<file path="src/rtl/pattern_detect_0110.sv">
// Serial sequence detector: pulses z for one cycle whenever the last PATTERN_LEN sampled
// bits of x equal PATTERN (MSB oldest). Overlapping matches are optional.
module pattern_detect_0110 #(
  parameter int unsigned PATTERN_LEN = 4,
  parameter logic [15:0] PATTERN     = 16'b0110,
  parameter bit          OVERLAP     = 1'b1
) (
  output logic z,
  input  logic x,
  input  logic clk,
  input  logic rst
);

  if ((PATTERN_LEN < 2) || (PATTERN_LEN > 16)) begin : g_bad_len
    $error("pattern_detect_0110: PATTERN_LEN must be in 2..16");
  end

  localparam int unsigned             CntW   = $clog2(PATTERN_LEN + 1);
  localparam logic [PATTERN_LEN-1:0]  Target = PATTERN[PATTERN_LEN-1:0];
  localparam logic [CntW-1:0]         CntMax = CntW'(PATTERN_LEN);

  logic [PATTERN_LEN-1:0] hist_q, hist_d;
  logic [CntW-1:0]        cnt_q, cnt_d, cnt_inc;
  logic                   z_q;
  logic                   match;

  always_comb begin
    hist_d  = {hist_q[PATTERN_LEN-2:0], x};
    cnt_inc = (cnt_q == CntMax) ? CntMax : cnt_q + CntW'(1);
    // Zero-filled history is not data: only compare once a full window has been sampled.
    match   = (cnt_inc == CntMax) && (hist_d == Target);
    cnt_d   = (match && !OVERLAP) ? '0 : cnt_inc;
  end

  always_ff @(posedge clk or negedge rst) begin
    if (!rst) begin
      hist_q <= '0;
      cnt_q  <= '0;
      z_q    <= 1'b0;
    end else begin
      hist_q <= hist_d;
      cnt_q  <= cnt_d;
      z_q    <= match;
    end
  end

  assign z = z_q;

endmodule

</file>
<file path="config.mk">
export PLATFORM = sky130hd
export DESIGN_NAME = pattern_detect_0110
export DESIGN_NICKNAME = d
export VERILOG_FILES = /design/src/rtl/pattern_detect_0110.sv
export SDC_FILE = /design/constraint.sdc
export NUM_CORES = 1
export LEC_CHECK = 0
export BUFFER_PORTS_ARGS = -buffer_cell sky130_fd_sc_hd__buf_2
export CORE_AREA = 2 2 39 41
export DETAILED_ROUTE_END_ITERATION = 8
export DIE_AREA = 0 0 41 43
export SYNTH_ARGS = -nofsm -noshare
export SYNTH_HDL_FRONTEND = slang
export SYNTH_SLANG_ARGS = --single-unit
export TNS_END_PERCENT = 100
</file>
<file path="constraint.sdc">
create_clock -name clk -period 3.3 [get_ports clk]
set_input_delay 0.165 -clock clk [delete_from_list [all_inputs] [get_ports clk]]
set_output_delay 0.165 -clock clk [all_outputs]
set_load 0.05 [all_outputs]
</file>
==> Implementation_results.wiki, run 1 <==
{| class="wikitable"
! Metric !! Value
|-
| Outcome || completed
|-
| Leading cell type in the layout, fill and taps excluded || dfrtp_1
|-
| Count of input and output buffers || 3
|-
| Total standard cell area after synthesis || 256 sq um
|-
| Layout cell share with drive strength beyond 1 || 29.6%
|-
| Global placer's final weighted congestion || 0.590
|-
| Critical path's largest stage delay || 380 ps
|-
| Number of different library cells in the post-synthesis netlist || 8
|-
| Min-Delay Path Class || primary input to register
|-
| Remaining routing DRC violations || 0
|-
| Mean Syn Cell Area || 13.5 sq um
|-
| DIE WIDTH || 41 microns
|-
| Final worst clock skew || 3.07 ps
|-
| Layout Utilization || 23.7%
|-
| DRT iter0 DRCs || 0
|-
| Wire length of the first global-routing pass || 510 microns
|-
| CP endpoint kind || register
|-
| Data arrival, critical path || 1360 ps
|-
| Hold Fails Final Rpt || 0
|-
| Remaining Overflow, GRT || 0
|-
| Number of maximum-capacitance constraint violations || 0
|-
| Vias per cell || 3.60
|-
| Slew margin rel. || 83.5%
|-
| Cell count of the worst hold path || 1
|-
| Count of TritonRoute iterations in the first routing pass || 1
|-
| Filler cells || 144
|-
| Power per standard cell area || 512 nW/um^2
|-
| Via count || 155
|-
| Worst min-delay path startpoint || x
|-
| CTS tree || built
|-
| Hold Path End || hist_q[0]
|-
| Warnings, synthesis || 0
|-
| Largest net degree at the start of global routing || 8
|-
| Endpoint of the most critical register-to-register path || z
|-
| Die extent in y || 43 microns
|-
| Detail Route Antenna Nets || 0
|-
| Detailed placer's ending HPWL || 259 microns
|-
| Synth Net Count || 24
|-
| Max Root-Sink Buffers || 2
|-
| Initial antenna violation count || 0
|-
| Via count of the first global-routing pass || 138
|-
| Most frequent cells in the layout || dfrtp_1, nor2_1, clkbuf_4, buf_2
|-
| Total area of sequential cells || 175 sq um
|-
| Overall track demand over capacity in global routing || 5.28%
|-
| Level count of the clock H-tree || 1
|-
| # setup viols final || 0
|-
| Data required time at the worst endpoint || 3450 ps
|-
| Clock Pin Slew Worst Setup and Hold Paths || 50 ps
|-
| Num ports || 4
|-
| Inserted Diodes || 0
|-
| Slowest stage cell on the critical path || dfrtp_1
|-
| Number of buffer and inverter instances along the worst setup path || 1
|-
| Row cnt || 14
|-
| Post-DR wirelength/cell || 7.58 microns
|-
| CTS buffer count || 3
|-
| Critical Path Fanout Max || 3
|-
| Effective utilization at floorplan || 18.5%
|-
| Setup Crit Path Kind || register to register
|-
| Gate count of the mapped netlist || 19
|-
| Reg-to-reg setup timing slack || 2090 ps
|-
| Core area || 1380 sq um
|-
| DRT Wirelength || 326 microns
|-
| Critical path startpoint category || register
|-
| Logic depth of the worst register-to-register path || 5
|-
| Final Slew Violations || 0
|-
| Unrepaired setup endpoints after global routing || no
|-
| Count of instances resized after the clock tree is built || 0
|-
| Worst-Skew Late Latency || 240 ps
|-
| Maximum vdd ir drop || 0.177 mV
|-
| Highest Clock Rate || 0.827 GHz
|-
| Total Die Area || 1760 sq um
|-
| Top Family by Delay on Critical Path || simple AND/OR/NAND/NOR gates
|-
| Sequential share of the synthesized area || 68.3%
|-
| Number of nets in the layout || 33
|-
| Worst Max-Slew Pin Slew || 249 ps
|-
| Final critical delay including setup and external delays || 1210 ps
|-
| Worst R2R Start || cnt_q[0]
|-
| Multi-input gate area in the final layout || 73.8 sq um
|-
| Leakage power figure || 0.151 nW
|-
| Seq cells post-synth || 7
|-
| Syn-to-layout area delta || 27.8%
|-
| Sum Neg Setup Slack || 0 ps
|-
| Clk sinks || 7
|-
| Period utilization || 36.6%
|-
| Root cell of the clock tree || clkbuf_4
|-
| Critical-path cell list || inv_1 -> ha_1 -> nor2_1 -> nand4b_1 -> nor4_2
|}
## metrics by stage
stage	setup WS [ps]	area [sq um]	hold slack [ps]	power [mW]	std cells
CTS	2070	328	31.6	0.173	43
global route	2010	328	24.8	0.179	43
detailed placement	2080	292	4.65	0.0956	38
finish	2090	328	41.4	0.168	43
floorplan	2190	256	-131	0.0921	19
global placement	2100	292	4.29	0.0956	38
## timing repair
item                                   4_1_cts  5_1_grt
hold buffers                                 1        0
setup buffers                                0        0
setup endpoints to repair                    0        0
endpoints found under the hold margin        7        0
## metal layers
metal | track usage, % | vias to the layer above | routed length (microns)
li1 | - | 77 | -
met1 | 5.00 | 70 | 155
met2 | 5.00 | 6 | 127
met3 | 7.85 | 2 | 34
met4 | 4.00 | 0 | 8
met5 | 0 | - | 0
## sequential cells by signal, indices dropped and copies added, names as in the netlist
| signal | flops |
|---|---|
| hist_q | 3 |
| z | 1 |
| cnt_q | 3 |
## logic make-up after synthesis
logic type / count (synthesis) / share of synthesized area [%]
simple gates: 7 / 15.6
flops: 7 / 68.3
buf+inv: 2 / 2.93
fa+ha+maj: 2 / 9.75
compound gates: 1 / 3.42
## final cells by class
cell class | instances | area share, %
clock buffer | 4 | 8.02
sequential | 7 | 53.4
inverter | 2 | 2.29
tap | 16 | 6.11
multi-input combinational | 10 | 22.5
timing repair buffer | 4 | 7.63
## how the worst max path moves through the flow
stage / from / to / slack, ps / cells past startpoint
finish: cnt_q[0] / z / 2090 / 5
global route: cnt_q[0] / z / 2010 / 5
CTS: cnt_q[0] / z / 2070 / 5
detailed placement: cnt_q[0] / z / 2080 / 5
global placement: cnt_q[0] / z / 2100 / 5
floorplan: cnt_q[0] / z / 2190 / 5
## cell usage after synthesis
| master | number | area [sq um] |
|---|---|---|
| ha_1 | 2 | 25.0 |
| inv_1 | 2 | 7.51 |
| dfrtp_1 | 7 | 175 |
| a21oi_2 | 1 | 8.76 |
| nand4b_1 | 1 | 8.76 |
| nor2_1 | 4 | 15.0 |
| nand2_1 | 1 | 3.75 |
| nor4_2 | 1 | 12.5 |
## worst register-to-register path: stages, from the launching register on
cell and delay, ps:
dfrtp_1 380, inv_1 60, ha_1 300, nor2_1 120, nand4b_1 130, nor4_2 140
## where the power goes
part           leakage (nW)  internal [mW]  switching (mW)
registers            0.0854         0.0882        0.000774
clock network        0.0150         0.0458          0.0271
logic                0.0511        0.00237         0.00355
Note: power is estimated with default switching activity, not from simulation.
==> inputs of run 2 (changes only) <==
clock period = 1.1 ns   (was 3.3 ns; I/O delays follow)
==> Implementation_results.wiki, run 2 (same netlist as run 1, synthesis figures left out) <==
{| class="wikitable"
! Metric !! Value
|-
| Outcome || finished with violations
|-
| Violations in the final reports || negative setup slack
|-
| Level count of the clock H-tree || 1 (unchanged)
|-
| Critical Path Fanout Max || 2 (-1)
|-
| CTS buffer count || 3 (unchanged)
|-
| Leakage power figure || 0.163 nW (+7.3%)
|-
| Setup Crit Path Kind || register to register
|-
| Power per standard cell area || 1450 nW/um^2 (+180%)
|-
| Vias per cell || 3.63 (+0.72%)
|-
| Number of maximum-capacitance constraint violations || 0 (unchanged)
|-
| Setup slack after placement || -49.3 ps (-2130 ps)
|-
| Num ports || 4 (unchanged)
|-
| Met1 Usage GRT || 7.36% (+2.4 points)
|-
| Period utilization || 103% (+67 points)
|-
| Worst Max-Slew Pin Slew || 249 ps (-0.0706 ps)
|-
| Number of nets in the layout || 36 (+9.1%)
|-
| CP endpoint kind || register
|-
| Leading cell type in the layout, fill and taps excluded || dfrtp_1
|-
| Fraction of power consumed by the clock network || 44.6% (+1.2 points)
|-
| Effective utilization at floorplan || 18.5% (unchanged)
|-
| Via count of the first global-routing pass || 149 (+8.0%)
|-
| Inserted Diodes || 0 (unchanged)
|-
| Max Root-Sink Buffers || 2 (unchanged)
|-
| Maximum vdd ir drop || 0.781 mV (+340%)
|-
| Wire length of the first global-routing pass || 607 microns (+19%)
|-
| Syn-to-layout area delta || 39.5%
|-
| Met2 track demand over resource in global routing || 5.94% (+0.94 points)
|-
| Gate power share || 4.1% (+0.6 points)
|-
| Via count || 167 (+7.7%)
|-
| Final worst clock skew || 5.25 ps (+2.18 ps)
|-
| Most frequent cells in the layout || dfrtp_1, nor2_1, clkbuf_4, buf_2
|-
| Switching power summed over all nets || 0.107 mW (+240%)
|-
| Critical-path cell list || inv_1 -> ha_1 -> nor2_1 -> nand4b_1 -> nor4_2
|-
| # setup viols final || 1 (+1)
|-
| Final critical delay including setup and external delays || 1130 ps (-73.6 ps)
|-
| Data required time at the worst endpoint || 1260 ps (-2190 ps)
|-
| Unrepaired setup endpoints after global routing || yes
|-
| Filler cells || 144 (unchanged)
|-
| Crit path setup slack, layout || -34.9 ps (-2130 ps)
|-
| Root cell of the clock tree || clkbuf_4
|-
| DRT Wirelength || 399 microns (+22%)
|-
| Highest Clock Rate || 0.881 GHz (+6.5%)
|-
| Min-Delay Path Class || primary input to async pin
|-
| Clk sinks || 7 (unchanged)
|-
| Slew margin rel. || 83.5% (about the same)
|-
| Met3 track demand over resource || 7.85% (unchanged)
|-
| Layer carrying the most global-route usage || met3
|-
| Detail Route Antenna Nets || 0 (unchanged)
|-
| Clock Pin Slew Worst Setup and Hold Paths || 50 ps (about the same)
|-
| Critical path's largest stage delay || 360 ps (-20 ps)
|-
| Remaining routing DRC violations || 0 (unchanged)
|-
| Total Die Area || 1760 sq um (unchanged)
|-
| DRT iter0 DRCs || 6 (+6)
|-
| Count of input and output buffers || 3 (unchanged)
|-
| Post-DR wirelength/cell || 8.67 microns (+14%)
|-
| Data arrival, critical path || 1300 ps (-60 ps)
|-
| Core area || 1380 sq um (unchanged)
|-
| Final Slew Violations || 0 (unchanged)
|-
| Count of TritonRoute iterations in the first routing pass || 2 (+1)
|-
| CTS tree || built
|-
| Sum Neg Setup Slack || -34.9 ps (-34.9 ps)
|-
| Detailed placer's ending HPWL || 278 microns (+7.5%)
|-
| Row cnt || 14 (unchanged)
|-
| DIE WIDTH || 41 microns (unchanged)
|-
| Worst-Skew Late Latency || 250 ps (about the same)
|-
| Slowest stage cell on the critical path || dfrtp_1
|-
| Hold Fails Final Rpt || 0 (unchanged)
|-
| Remaining Overflow, GRT || 0 (unchanged)
|-
| Internal power summed over all cells || 0.412 mW (+200%)
|-
| Initial antenna violation count || 0 (unchanged)
|-
| Logic depth of the worst register-to-register path || 5 (unchanged)
|-
| Net switching share of the total power || 20.6% (+1.9 points)
|-
| Sequential cell fraction of total power || 51.3% (-1.7 points)
|-
| Largest net degree at the start of global routing || 8 (unchanged)
|-
| Overall track demand over capacity in global routing || 6.00% (+0.72 points)
|-
| Die extent in y || 43 microns (unchanged)
|-
| Layout cell share with drive strength beyond 1 || 40.0% (+10 points)
|-
| Critical path startpoint category || register
|-
| Global placer's final weighted congestion || 0.599 (+1.4%)
|}
run 2: area by class of cell:
cell class                 count  area, sq um  share of cell area [%]
inverter                       2         7.51                    2.10
timing repair buffer           7         50.0                    14.0
tap                           16         20.0                    5.59
sequential                     7          175                    49.0
multi-input combinational     10         78.8                    22.0
clock buffer                   4         26.3                    7.34
run 2: worst paths after layout:
path                            from   endpoint  slack [ps]
min reg2reg                hist_q[0]  hist_q[1]         370
max reg2reg                 cnt_q[0]          z         -30
min                              rst   cnt_q[0]         170
min in group clk           hist_q[0]  hist_q[1]         370
max in group asynchronous        rst   cnt_q[2]         770
max                         cnt_q[0]          z         -30
run 2: through the flow:
| stage | cell area (sq um) | hold WS, ps | util [%] | power [mW] | cells |
|---|---|---|---|---|---|
| after global placement | 307 | -103 | 22.2 | 0.287 | 40 |
| after floorplan | 256 | -241 | - | 0.277 | 19 |
| final | 358 | 171 | 25.9 | 0.520 | 46 |
| after detailed placement | 307 | -107 | 22.2 | 0.287 | 40 |
| after global routing | 358 | 188 | 25.9 | 0.549 | 46 |
| after CTS | 355 | 168 | 25.7 | 0.530 | 46 |
run 2: repair_timing:
item                                   CTS  global route
endpoints found under the hold margin    8             0
hold buffers                             2             0
setup buffers                            0             0
pin swaps                                1             0
gates resized for setup                  1             1
gates cloned                             0             0
setup endpoints to repair                1             2
run 2: worst max-delay path: cells and delay by family, from the launching register on:
| family | cells | cell delay, ps |
|---|---|---|
| buf+inv | 1 | 50 |
| simple gates | 3 | 350 |
| fa+ha+maj | 1 | 290 |
| flops | 1 | 360 |
run 2: power by group through the flow:
stage / Clock (mW) / Combinational, mW / Sequential, mW
after floorplan: 0 / 0.00266 / 0.274
after global placement: 0 / 0.0160 / 0.271
after detailed placement: 0 / 0.0158 / 0.271
after CTS: 0.242 / 0.0214 / 0.267
after global routing: 0.258 / 0.0235 / 0.267
final: 0.232 / 0.0211 / 0.267
run 2: routing by layer:
metal	share of wire (%)	vias to the layer above
met5	0	-
met4	0	0
met3	11	0
met2	38	7
met1	50	76
li1	-	84
